[src/rtl/bin_to_7seg_display_if.sv]
// Load/busy/done handshake and display bus between a value producer and the 7-segment driver.
interface bin_to_7seg_display_if #(
  parameter int unsigned BIN_WIDTH = 10,
  parameter int unsigned DIGITS    = 3
);
  logic [BIN_WIDTH-1:0]  bin_in;
  logic                  load;
  logic                  busy;
  logic                  done;
  logic                  overflow;
  logic [7*DIGITS-1:0]   seg_out;

  modport master (
    output bin_in, load,
    input  busy, done, overflow, seg_out
  );

  modport slave (
    input  bin_in, load,
    output busy, done, overflow, seg_out
  );
endinterface

[src/rtl/bin_to_7seg_display.sv]
// Sequential binary-to-BCD (double dabble, one bit per clock) driving DIGITS common-anode displays,
// with overflow dashes and optional leading-zero blanking.
module bin_to_7seg_display #(
  parameter int unsigned BIN_WIDTH = 10,
  parameter int unsigned DIGITS    = 3,
  parameter int unsigned BLANK_LZ  = 1
) (
  input  logic                  clk,
  input  logic                  rst,
  bin_to_7seg_display_if.slave  bus
);

  function automatic int unsigned max_val(input int unsigned d);
    int unsigned p;
    p = 1;
    for (int unsigned i = 0; i < d; i++) p = p * 10;
    return p - 1;
  endfunction

  localparam int unsigned MaxVal  = max_val(DIGITS);
  localparam int unsigned CmpW    = (BIN_WIDTH > 32) ? BIN_WIDTH : 32;
  localparam int unsigned CntW    = $clog2(BIN_WIDTH + 1);
  localparam int unsigned BcdW    = 4 * DIGITS;
  localparam int unsigned SegW    = 7 * DIGITS;
  localparam logic [CntW-1:0] CntInit = CntW'(BIN_WIDTH);
  localparam logic [6:0] Dash  = 7'b0111111;
  localparam logic [6:0] Blank = 7'b1111111;

  function automatic logic [6:0] dec_digit(input logic [3:0] n);
    logic [6:0] s;
    unique case (n)
      4'd0:    s = 7'b1000000;
      4'd1:    s = 7'b1111001;
      4'd2:    s = 7'b0100100;
      4'd3:    s = 7'b0110000;
      4'd4:    s = 7'b0011001;
      4'd5:    s = 7'b0010010;
      4'd6:    s = 7'b0000010;
      4'd7:    s = 7'b1111000;
      4'd8:    s = 7'b0000000;
      4'd9:    s = 7'b0010000;
      default: s = Dash;
    endcase
    return s;
  endfunction

  typedef enum logic {StIdle, StShift} state_e;

  state_e               state_q, state_d;
  logic [BIN_WIDTH-1:0] bin_q, bin_d;
  logic [BcdW-1:0]      bcd_q, bcd_d, bcd_adj;
  logic [CntW-1:0]      cnt_q, cnt_d;
  logic                 ovf_pend_q, ovf_pend_d;
  logic                 ovf_q, ovf_d;
  logic                 done_q, done_d;
  logic [SegW-1:0]      seg_q, seg_d, seg_dec;
  logic                 hi_zero;
  logic [3:0]           nib;

  always_ff @(posedge clk) begin
    if (rst) begin
      state_q    <= StIdle;
      bin_q      <= '0;
      bcd_q      <= '0;
      cnt_q      <= '0;
      ovf_pend_q <= 1'b0;
      ovf_q      <= 1'b0;
      done_q     <= 1'b0;
      seg_q      <= '1;
    end else begin
      state_q    <= state_d;
      bin_q      <= bin_d;
      bcd_q      <= bcd_d;
      cnt_q      <= cnt_d;
      ovf_pend_q <= ovf_pend_d;
      ovf_q      <= ovf_d;
      done_q     <= done_d;
      seg_q      <= seg_d;
    end
  end

  // Digit decode with leading-zero blanking, scanned from the most significant digit down.
  always_comb begin
    seg_dec = '1;
    hi_zero = 1'b1;
    nib     = '0;
    for (int k = DIGITS - 1; k >= 0; k--) begin
      nib = bcd_q[4*k +: 4];
      if ((BLANK_LZ != 0) && (k > 0) && hi_zero && (nib == 4'd0)) begin
        seg_dec[7*k +: 7] = Blank;
      end else begin
        seg_dec[7*k +: 7] = dec_digit(nib);
      end
      if (nib != 4'd0) hi_zero = 1'b0;
    end
  end

  always_comb begin
    state_d    = state_q;
    bin_d      = bin_q;
    bcd_d      = bcd_q;
    cnt_d      = cnt_q;
    ovf_pend_d = ovf_pend_q;
    ovf_d      = ovf_q;
    done_d     = 1'b0;
    seg_d      = seg_q;

    bcd_adj = bcd_q;
    for (int k = 0; k < DIGITS; k++) begin
      if (bcd_q[4*k +: 4] >= 4'd5) bcd_adj[4*k +: 4] = bcd_q[4*k +: 4] + 4'd3;
    end

    unique case (state_q)
      StIdle: begin
        if (bus.load) begin
          bin_d      = bus.bin_in;
          bcd_d      = '0;
          cnt_d      = CntInit;
          ovf_pend_d = CmpW'(bus.bin_in) > CmpW'(MaxVal);
          state_d    = StShift;
        end
      end
      StShift: begin
        if (cnt_q != '0) begin
          // Bits leaving the top of the BCD register are dropped; overflow is flagged separately.
          {bcd_d, bin_d} = {bcd_adj[BcdW-2:0], bin_q, 1'b0};
          cnt_d          = cnt_q - 1'b1;
        end else begin
          seg_d   = ovf_pend_q ? {DIGITS{Dash}} : seg_dec;
          ovf_d   = ovf_pend_q;
          done_d  = 1'b1;
          state_d = StIdle;
        end
      end
      default: state_d = StIdle;
    endcase
  end

  assign bus.busy     = (state_q == StShift);
  assign bus.done     = done_q;
  assign bus.overflow = ovf_q;
  assign bus.seg_out  = seg_q;

endmodule

[src/flat_wrapper.sv]
// flat-port wrapper written by rule: the top's interface ports become plain ports
module bin_to_7seg_display_flat 
#(
  parameter int unsigned BIN_WIDTH = 10,
  parameter int unsigned DIGITS    = 3,
  parameter int unsigned BLANK_LZ  = 1
)
  (clk, rst, bus_bin_in, bus_load, bus_busy, bus_done, bus_overflow, bus_seg_out);
  bin_to_7seg_display_if #(.BIN_WIDTH(BIN_WIDTH), .DIGITS(DIGITS)) bus_i ();
  input  logic clk;
  input  logic rst;
  input wire logic [$bits(bus_i.bin_in)-1:0] bus_bin_in;
  input wire logic [$bits(bus_i.load)-1:0] bus_load;
  output wire logic [$bits(bus_i.busy)-1:0] bus_busy;
  output wire logic [$bits(bus_i.done)-1:0] bus_done;
  output wire logic [$bits(bus_i.overflow)-1:0] bus_overflow;
  output wire logic [$bits(bus_i.seg_out)-1:0] bus_seg_out;
  assign bus_i.bin_in = bus_bin_in;
  assign bus_i.load = bus_load;
  assign bus_busy = bus_i.busy;
  assign bus_done = bus_i.done;
  assign bus_overflow = bus_i.overflow;
  assign bus_seg_out = bus_i.seg_out;
  bin_to_7seg_display #(.BIN_WIDTH(BIN_WIDTH), .DIGITS(DIGITS), .BLANK_LZ(BLANK_LZ)) u_core (.clk(clk), .rst(rst), .bus(bus_i));
endmodule
[config.mk]
export PLATFORM = sky130hd
export DESIGN_NAME = bin_to_7seg_display_flat
export DESIGN_NICKNAME = d
export VERILOG_FILES = /design/src/rtl/bin_to_7seg_display_if.sv /design/src/rtl/bin_to_7seg_display.sv /design/src/flat_wrapper.sv
export SDC_FILE = /design/constraint.sdc
export NUM_CORES = 1
export LEC_CHECK = 0
export ABC_AREA = 1
export BUFFER_PORTS_ARGS = -buffer_cell sky130_fd_sc_hd__buf_2
export CAP_MARGIN = 20
export CORE_MARGIN = 8
export CORE_UTILIZATION = 30
export CTS_CLUSTER_DIAMETER = 120
export DETAILED_ROUTE_END_ITERATION = 12
export HOLD_SLACK_MARGIN = 0.08
export PLACE_DENSITY = 0.48
export SLEW_MARGIN = 10
export SYNTH_ARGS = -nofsm -noshare
export SYNTH_HDL_FRONTEND = slang
export SYNTH_SLANG_ARGS = --single-unit
[constraint.sdc]
create_clock -name clk -period 2.5 [get_ports clk]
set_input_delay 0.25 -clock clk [delete_from_list [all_inputs] [get_ports clk]]
set_output_delay 0.25 -clock clk [all_outputs]
set_load 0.02 [all_outputs]
[Word-level counts from Yosys, hierarchy flattened]
Memory sizes are Yosys's and may differ from the RTL's. A register that Yosys moved wholly into a read port is not among the register bits.
Cells that the tools add are included.
Word-level totals
  register bits after elaboration: 51
  memory bits (read-only): 336
  input bits: 13
  logic and storage cells: 58
  memories: 3
Operators by class
  add/subtract/negate cells: 4
  magnitude comparators: 4
  equality and inequality tests: 2
  muxes and demuxes: 26
  bitwise gates (word level): 2
  reduce and logical (&&, ||, !) cells: 9
Memory list
  (no name shown): depth 16, width 7, read ports 1, clocked after memory_dff 1, write ports 0, line bin_to_7seg_display.sv:31  | unique case (n)
  (no name shown): depth 16, width 7, read ports 1, clocked after memory_dff 1, write ports 0, line bin_to_7seg_display.sv:31
  (no name shown): depth 16, width 7, read ports 1, clocked after memory_dff 1, write ports 0, line bin_to_7seg_display.sv:31
Operator list (number)
  4-bit two-way mux: 10
  12-bit two-way mux: 2
  12-bit case mux with 2 select lines: 1
  21-bit two-way mux: 1
  10-bit two-way mux: 2
  10-bit case mux with 2 select lines: 1
  7-bit two-way mux: 2
  4-bit by 3-bit >= comparator with 1-bit output (second input constant): 3
  10-bit greater-than comparator (second input constant): 1
  4-bit by 2-bit adder with 4-bit output (second input constant): 2
  4-bit logical NOT: 2
  4-bit case mux with 2 select lines: 1
  4-bit nonzero test: 2
  2-bit AND reduction: 3
  1-bit two-way mux: 4
  2-bit inequality test (second input constant): 2
  4-bit by 1-bit subtractor with 4-bit output (second input constant): 1
  3-bit by 2-bit adder with 3-bit output (second input constant): 1
  3-bit two-way mux: 1
  1-bit inverter: 2
  1-bit case mux with 2 select lines: 1
  2-bit OR reduction: 1
  1-bit logical AND: 1

[Depth between registers and ports, before layout]
Gate-level depths: netlist of run 1.
  depth after elaboration: 6
  gate-level depth with buffers: 15
  mapped depth without buffers: 15

[Worst setup path before layout of run 1]
OpenSTA, ideal clock, no wires.
  path type: register to register
  start: reg u_core.cnt_q[0]
  end: reg, netlist name u_core.seg_dec[3]
  arrival time: 1.905 ns
  data required time: 2.381 ns
  path slack: 0.476 ns
  stages on the path, launching flop included: 14
  period minus slack after synthesis: 2.024 ns
  cell sequence: dfxtp_1 > inv_1 > ha_1 > nand3_2 > nand2_2 > buf_6 > nand2_1 > a21oi_2 > inv_1 > ha_1 > nand3_1 > nand2_1 > nand2_1 > nand2_1
On the way
  cells in the longest elaborated chain, start to end: 5
Ends and longest elaborated chain
  start, declared: line bin_to_7seg_display.sv:52  | logic [CntW-1:0] cnt_q, cnt_d;
  start signal, assigned: line bin_to_7seg_display.sv:74  | cnt_q <= cnt_d;
  4-bit nonzero test: line bin_to_7seg_display.sv:124  | if (cnt_q != '0) begin
  2-bit inequality test (no line)
  2-bit AND reduction (no line)
  4-bit two-way mux (no line) (2 in a row)
No other way between the ends.
A chain may end at the register's enable or synchronous reset.

==> metrics.yaml, run 1 <==
finish:
  stdcell_count: 625
  syn_to_final_growth_pct: 18.34
  layout-drive-gt1-share_pct: 18.35
  n_fill_cell: 1154
  layout.nets: 517
  n_antenna_cell: 0
global_route:
  first_global_vias: 2590
  grt_max_degree: 26
  grt_antenna_before_repair: 0
  grt_pass1_wl_um: 12480
  gr-total-overflow: 0
  grt.total_usage_pct: 10.42
clocking:
  cts_hold_buf: 0
  path_clk_slew_ns: 0.06
  cts_tree: "done"
  clock-root-buffer: "clkbuf_16"
  cts_sinks: 72
  cts_setup_buffers: 0
  cts_max_path_buffers: 2
  clk_latency_ns: 0.33
  cts_buffers: 9
  htree_levels: 3
  cts_resized: 0
worst_setup_path:
  path_class: "flip-flop to flip-flop"
  cp_max_fo: 6
  endpoint_kind: "flip-flop"
  cp.required_ns: 2.73
  start_kind: "flip-flop"
  cp_common_cell: "nand2_1"
  max_stage_delay_ns: 0.43
  cp_slowest_cell: "dfxtp_1"
  arrival_ns: 2.47
  cp_cell_sequence: "inv_1, ha_1, inv_1, nand2_1, nand3_1, nand2_1, nand3_1, nand2_1, nand2_1, clkinv_1, ha_1, nand3b_1, nand3_1, nand2_1"
timing:
  setup_viol: 0
  slew_headroom_pct: 65.18
  fin_tns_setup_ns: 0
  period_minus_slack_ns: 2.239
  tightestPinTransition_ns: 0.5215
  hold_ws_ns: 0.1850
  rsz0062_at_grt: "no"
  fin_ws_ns: 0.2608
  hold_violations: 0
  slew_violations: 0
  max_freq_mhz: 446.6
  clock_skew_ns: 0.006127
  min_period_over_period_pct: 89.57
outcome:
  status: "completed"
drt:
  postRouteAntennaNets: 0
  vias_per_cell: 4.605
  wl_per_cell_um: 12.10
  drt_first_pass_iters: 4
  drt_iter0_drc: 110
  routed_wl_um: 7565
  num_vias: 2878
  drc: 0
worst_hold_path:
  hold_path.class: "primary input to flip-flop"
floorplanning:
  die_w_um: 122.2
  core-area_sq_mm: 0.01094
  die_y_um: 122.2
  rows: 38
  die_area_sq_mm: 0.01494
  ios: 37
  start_util_pct: 30.95
synthesis:
  synth_cells: 443
  synth_fp_nets: 480
  ys_ff_latch: 72
  synth_area_per_cell_sq_um: 7.640
  seq_area_frac_synth_pct: 42.59
  synth_edf_count: 0
  synth-main-ff-cell: "dfxtp_1"
  syn-cell-area_sq_mm: 0.003384
  synthArstFlopShare_pct: 0
  ys_warn_count: 0
  ys_types: 33
power:
  p_leak_nw: 1.902
  vdd_drop_max_v: 0.0004373
  p_per_area_mw_per_mm2: 757.9
placed_design:
  dpl_worst_slack_ns: 0.2992
  dp.cells: 609
  port_buffers: 36
  place.gp.congestion: 0.8332
  post-dp-hpwl_um: 5479
run:
  drv_cap: 0
[power by group]
group	internal, mW	leakage, nW	switching, mW	total (mW)
clock network	0.783	0.150	0.519	1.30
logic	0.147	1.16	0.294	0.441
registers	1.24	0.588	0.0497	1.29
[critical path: cells and delay by family, from the launching register on]
| family | cells | cell delay [ns] |
|---|---|---|
| buf+inv | 3 | 0.35 |
| flops | 1 | 0.43 |
| simple gates | 9 | 0.90 |
| fa+ha+maj | 2 | 0.46 |
[layout by cell type (no fill, tap or decap), types with 2 or more instances in the layout]
| cell | count |
|---|---|
| nand2_1 | 129 |
| clkinv_4 | 3 |
| clkbuf_16 | 9 |
| dfxtp_1 | 72 |
| o21ai_2 | 3 |
| a31oi_1 | 10 |
| o21ai_1 | 4 |
| o22ai_1 | 6 |
| inv_2 | 9 |
| a21oi_1 | 16 |
| inv_1 | 30 |
| a21oi_2 | 2 |
| nand3_1 | 31 |
| buf_2 | 36 |
| nand3b_1 | 7 |
| nand4_1 | 5 |
| nand2_2 | 9 |
| nand3_2 | 3 |
| ha_1 | 24 |
| nor2_1 | 19 |
| nor3_1 | 8 |
| o21ai_0 | 29 |
| buf_4 | 6 |
| inv_6 | 2 |
[synth_stat cells (8+ instances only)]
cell	instances	share of area [%]
clkbuf_1	12	1.3
nor3_1	8	1.2
nand2_2	9	1.7
o21ai_0	29	4.3
ha_1	24	8.9
nor2_1	19	2.1
nand3_1	31	4.6
inv_2	9	1.0
inv_1	30	3.3
nand2_1	129	14
dfxtp_1	72	43
a21oi_1	16	2.4
a31oi_1	10	1.8
[worst paths after layout]
kind | from | to | slack (ns) | depth (start not counted)
max | u_core.bcd_q[4] | flip-flop | 0.26 | 14
min | bus_bin_in[2] | u_core.bin_q[2] | 0.18 | 3
max reg2reg | u_core.bcd_q[4] | flip-flop | 0.26 | 14
min reg2reg | flip-flop | u_core.bus.seg_out[11] | 0.45 | 2
[cells by family (layout without fill, tap and decap cells)]
family          Yosys count  after routing  share of synthesized area (%)
xor+xnor                  1              1                         0.2588
fa+ha+maj                24             24                          8.873
simple gates            215            215                          28.24
flops                    72             72                          42.59
buf+inv                  56             98                          6.913
compound gates           75             75                          13.12
[metal layers]
layer | part of all wire [%] | global-route usage [%]
met1 | 51 | 13.69
met4 | 1.0 | 3.046
met5 | 0 | 0
met3 | 6.2 | 4.042
met2 | 42 | 15.51
[metrics by stage]
stage	utilization (%)	total power, mW	area [sq um]
floorplan	-	1.640	3385
finish	36.62	3.036	4005
CTS	36.62	3.089	4005
global placement	33.84	1.759	3701
detailed placement	33.84	1.763	3701
global route	36.62	3.195	4005
[layout make-up]
cell class | count | area, sq um | share of cell area [%]
flip-flops and latches | 72 | 1441 | 35.99
repair buffers | 42 | 225.2 | 5.623
multi-input cells | 315 | 1709 | 42.67
inverters | 40 | 150.1 | 3.749
clock inverters | 7 | 78.83 | 1.968
clock buffers | 9 | 225.2 | 5.623
well taps | 140 | 175.2 | 4.374
(Power assumes the default switching activity.)
==> inputs of run 2 (changes only) <==
Settings changed: CTS_BUF_LIST from default to sky130_fd_sc_hd__clkbuf_4 sky130_fd_sc_hd__clkbuf_8, HOLD_SLACK_MARGIN 0.08 to 0.15.
==> metrics.yaml, run 2 (synthesis results as in run 1) <==
clocking:
  clk_latency_ns: 0.36
  cts_resized: 0
  htree_levels: 3
  cts_buffers: 9
  cts_max_path_buffers: 2
  cts_tree: "done"
  clock-root-buffer: "clkbuf_8"
  path_clk_slew_ns: 0.08
  cts_sinks: 72
  cts_hold_buf: 5
  cts_setup_buffers: 0
finish:
  stdcell_area_sq_mm: 0.003954
  n_antenna_cell: 0
  final_cell_mix: "nand2_1, dfxtp_1, buf_2"
  stdcell_count: 630
  n_fill_cell: 1159
  layout-drive-gt1-share_pct: 18.16
  layout.nets: 522
  final_common_cell: "nand2_1"
  syn_to_final_growth_pct: 16.82
power:
  p_leak_nw: 1.876
  p_comb_share_pct: 16.6
  p_seq_share_pct: 47.8
  vdd_drop_max_v: 0.0003439
  clkPwrFrac_pct: 35.6
  p_sw_share_pct: 30.91
  netSwitchingPower_mw: 0.8339
  intPower_mw: 1.864
  p_per_area_mw_per_mm2: 682.4
worst_setup_path:
  start_kind: "flip-flop"
  path_class: "flip-flop to flip-flop"
  cp.required_ns: 2.76
  arrival_ns: 2.49
  r2r_setup_slack_ns: 0.27
  cp-startpoint: "u_core.bcd_q[4]"
  cp_max_fo: 6
  r2r-start: "u_core.bcd_q[4]"
  r2r_cells: 14
  endpoint_kind: "flip-flop"
timing:
  hold_violations: 0
  hold_ws_ns: 0.1669
  clock_skew_ns: 0.01267
  min_period_over_period_pct: 89.10
  tightestPinTransition_ns: 0.5183
  setup_viol: 0
  period_minus_slack_ns: 2.227
  rsz0062_at_grt: "no"
  slew_violations: 0
  fin_tns_setup_ns: 0
  max_freq_mhz: 448.9
  slew_headroom_pct: 65.40
floorplanning:
  start_util_pct: 30.95
  rows: 38
  core-area_sq_mm: 0.01094
  die_area_sq_mm: 0.01494
  ios: 37
  die_y_um: 122.2
  die_w_um: 122.2
drt:
  wl_per_cell_um: 12.03
  drt_iter0_drc: 109
  postRouteAntennaNets: 0
  drt_first_pass_iters: 4
  vias_per_cell: 4.583
  num_vias: 2887
  routed_wl_um: 7582
  drc: 0
worst_hold_path:
  hold_path.class: "primary input to flip-flop"
  hold_depth: 3
global_route:
  grt.total_usage_pct: 10.51
  grt_antenna_before_repair: 0
  grt_max_degree: 26
  gr-total-overflow: 0
  grt_pass1_wl_um: 12540
  first_global_vias: 2608
run:
  drv_cap: 0
placed_design:
  placed_area_sq_mm: 0.003701
  place.gp.congestion: 0.8332
  post-dp-hpwl_um: 5479
  port_buffers: 36
  dp.cells: 609
outcome:
  status: "completed"
==> run 2: cell types whose count changed in the layout (fill, tap and decap cells not counted), sizes merged <==
cell	change
dlygate4sd3	+5
==> run 2: worst max-delay path, cell delays in order, from the launching register on <==
cell and delay (ns):
dfxtp_1 0.44, inv_1 0.12, ha_1 0.26, inv_1 0.06, nand2_1 0.09, nand3_1 0.11
nand2_1 0.07, nand3_1 0.07, nand2_1 0.05, nand2_1 0.18, clkinv_1 0.17, ha_1 0.20
nand3b_1 0.16, nand3_1 0.10, nand2_1 0.05
==> run 2: power by group through the flow <==
stage | clock network (mW) | logic (mW) | registers [mW]
6_report | 0.961 | 0.447 | 1.29
2_1_floorplan | 0 | 0.285 | 1.35
4_1_cts | 0.995 | 0.452 | 1.29
3_3_place_gp | 0 | 0.444 | 1.32
3_5_place_dp | 0 | 0.445 | 1.32
5_1_grt | 1.05 | 0.506 | 1.30
==> run 2: worst min-delay path by stage <==
| stage | endpoint | startpoint |
|---|---|---|
| final | u_core.bin_q[7] | bus_bin_in[7] |
| after floorplan | u_core.bus.busy | rst |
| after global routing | u_core.bin_q[9] | bus_bin_in[9] |
| after detailed placement | u_core.bus.seg_out[10] | flip-flop |
| after global placement | u_core.bus.seg_out[11] | flip-flop |
| after CTS | u_core.bin_q[7] | bus_bin_in[7] |
==> run 2: routing by layer <==
layer / GRT usage [%] / wire, um / vias to the layer above
met5: 0 / 0 / -
met4: 4.189 / 118 / 0
met3: 3.583 / 442 / 11
met2: 15.54 / 3151 / 62
met1: 13.77 / 3869 / 1279
li1: - / - / 1535
==> run 2: metrics by stage <==
| step | setup slack, ns | util, % | power, mW |
|---|---|---|---|
| 6_report | 0.2725 | 36.16 | 2.698 |
| 5_1_grt | 0.05932 | 36.16 | 2.855 |
| 4_1_cts | 0.2880 | 36.16 | 2.738 |
| 3_5_place_dp | 0.2992 | 33.84 | 1.763 |
| 3_3_place_gp | 0.3593 | 33.84 | 1.759 |
| 2_1_floorplan | 0.4757 | - | 1.640 |
==> run 2: final cells by class <==
cell class	count	area [sq um]	area share (%)
clock inverters	7	78.83	1.994
well taps	140	175.2	4.430
inverters	40	150.1	3.797
flip-flops and latches	72	1441	36.46
multi-input cells	315	1709	43.23
repair buffers	47	275.3	6.962
clock buffers	9	123.9	3.133
==> inputs of run 3 (changes only) <==
Clock period 2.5 ns to 2.4 ns, I/O delays scaled along.
==> metrics.yaml, run 3 (synthesis results as in run 1) <==
outcome:
  status: "completed"
clocking:
  clk_latency_ns: 0.35
  cts_tree: "done"
  htree_levels: 3
  clock-root-buffer: "clkbuf_8"
  cts_setup_buffers: 0
  path_clk_slew_ns: 0.08
  cts_buffers: 9
  cts_max_path_buffers: 2
  cts_sinks: 72
placed_design:
  dpl_worst_slack_ns: 0.2433
  place.gp.congestion: 0.8255
  dp.cells: 612
  port_buffers: 36
  post-dp-hpwl_um: 5535
drt:
  vias_per_cell: 4.451
  drt_iter0_drc: 159
  drc: 0
  num_vias: 2835
  drt_first_pass_iters: 5
  postRouteAntennaNets: 0
  routed_wl_um: 7623
  wl_per_cell_um: 11.97
worst_setup_path:
  cp.required_ns: 2.64
  cp_common_cell: "nand2_1"
  max_stage_delay_ns: 0.32
  path_class: "flip-flop to flip-flop"
  cp_slowest_cell: "dfxtp_1"
  r2r_cells: 12
  endpoint_kind: "flip-flop"
  arrival_ns: 2.38
  cp_max_fo: 12
  start_kind: "flip-flop"
  cp_cell_sequence: "inv_1, ha_1, nand3_2, nand2_2, nand2_1, a21oi_2, inv_1, ha_1, nand3_1, nand2_1, nand2_1, nand2_1"
finish:
  syn_to_final_growth_pct: 19.37
  layout-drive-gt1-share_pct: 18.51
  final_common_cell: "nand2_1"
  stdcell_count: 637
  final_cell_mix: "nand2_1, dfxtp_1, buf_2"
  n_fill_cell: 1155
  layout.nets: 530
  n_antenna_cell: 0
power:
  vdd_drop_max_v: 0.0002901
  clkPwrFrac_pct: 36.6
  p_leak_nw: 1.919
  p_seq_share_pct: 46.7
  netSwitchingPower_mw: 0.8221
  p_sw_share_pct: 28.57
  p_per_area_mw_per_mm2: 712.1
  p_comb_share_pct: 16.7
  intPower_mw: 2.055
floorplanning:
  die_y_um: 122.2
  start_util_pct: 30.95
  die_area_sq_mm: 0.01494
  core-area_sq_mm: 0.01094
  die_w_um: 122.2
  ios: 37
  rows: 38
timing:
  slew_violations: 0
  setup_viol: 0
  clock_skew_ns: 0.009074
  fin_ws_ns: 0.2540
  hold_violations: 0
  slew_headroom_pct: 77.86
  tightestPinTransition_ns: 0.3309
  rsz0062_at_grt: "no"
  min_period_over_period_pct: 89.42
  period_minus_slack_ns: 2.146
  hold_ws_ns: 0.1789
  fin_tns_setup_ns: 0
  max_freq_mhz: 466.0
global_route:
  grt.total_usage_pct: 10.85
  grt_pass1_wl_um: 13030
  gr-total-overflow: 0
  grt_max_degree: 26
  first_global_vias: 2719
  grt_antenna_before_repair: 0
worst_hold_path:
  hold_path.class: "primary input to flip-flop"
  hold_depth: 3
run:
  drv_cap: 0
## run 3: cell types whose count changed in the layout (fill, tap and decap cells not counted), sizes merged
cell / change
bufinv: +1
inv: -2
dlygate4sd3: +5
buf: +3
clkinv: -1
clkbuf: +1
## run 3: timing repair
| item | CTS | global route |
|---|---|---|
| hold buffers | 10 | 0 |
| endpoints found under the setup margin | 0 | 3 |
| resized for setup | 0 | 1 |
| hold endpoints to repair | 10 | 0 |
## run 3: layout make-up
cell class	count	area, sq um	share of cell area [%]
Clock buffer	10	131.4	3.252
Clock inverter	5	82.58	2.044
Inverter	40	150.1	3.716
Multi-Input combinational cell	315	1712	42.37
Sequential cell	72	1441	35.68
Tap cell	140	175.2	4.336
Timing Repair Buffer	55	347.8	8.609
## run 3: critical path: cells and delay by family (launching register included)
kind | cells | cell delay [ns]
buffers and inverters | 2 | 0.21
AO/OA/AOI/OAI | 1 | 0.24
adder cells (fa/ha/maj) | 2 | 0.56
AND/OR/NAND/NOR | 7 | 0.70
flip-flops | 1 | 0.32
## run 3: metrics by stage
stage,instance area (sq um),util [%],power [mW]
global route,4040,36.95,3.043
floorplan,3385,-,1.708
finish,4040,36.95,2.877
global placement,3724,34.05,1.841
CTS,4038,36.92,2.936
detailed placement,3724,34.05,1.844
## run 3: power by group through the flow
| stage | Sequential (mW) | Combinational [mW] | Clock, mW |
|---|---|---|---|
| global placement | 1.37 | 0.471 | 0 |
| detailed placement | 1.37 | 0.473 | 0 |
| global route | 1.36 | 0.544 | 1.14 |
| floorplan | 1.41 | 0.297 | 0 |
| finish | 1.34 | 0.481 | 1.05 |
| CTS | 1.34 | 0.487 | 1.11 |
## run 3: worst paths after layout
path / from / endpoint / slack [ns]
max reg2reg: u_core.cnt_q[1] / u_core.seg_dec[3] / 0.25
max: u_core.cnt_q[1] / u_core.seg_dec[3] / 0.25
min: bus_bin_in[7] / u_core.bin_q[7] / 0.18
min reg2reg: u_core.cnt_q[0] / u_core.cnt_q[0] / 0.45
## run 3: layer usage
layer | part of all wire (%) | vias up | wire length, um | track usage [%]
met5 | 0 | - | 0 | 0
met1 | 51 | 1217 | 3899 | 14.46
met3 | 5.6 | 11 | 425 | 3.307
met2 | 42 | 56 | 3175 | 15.89
li1 | - | 1551 | - | -
met4 | 1.6 | 0 | 122 | 4.722
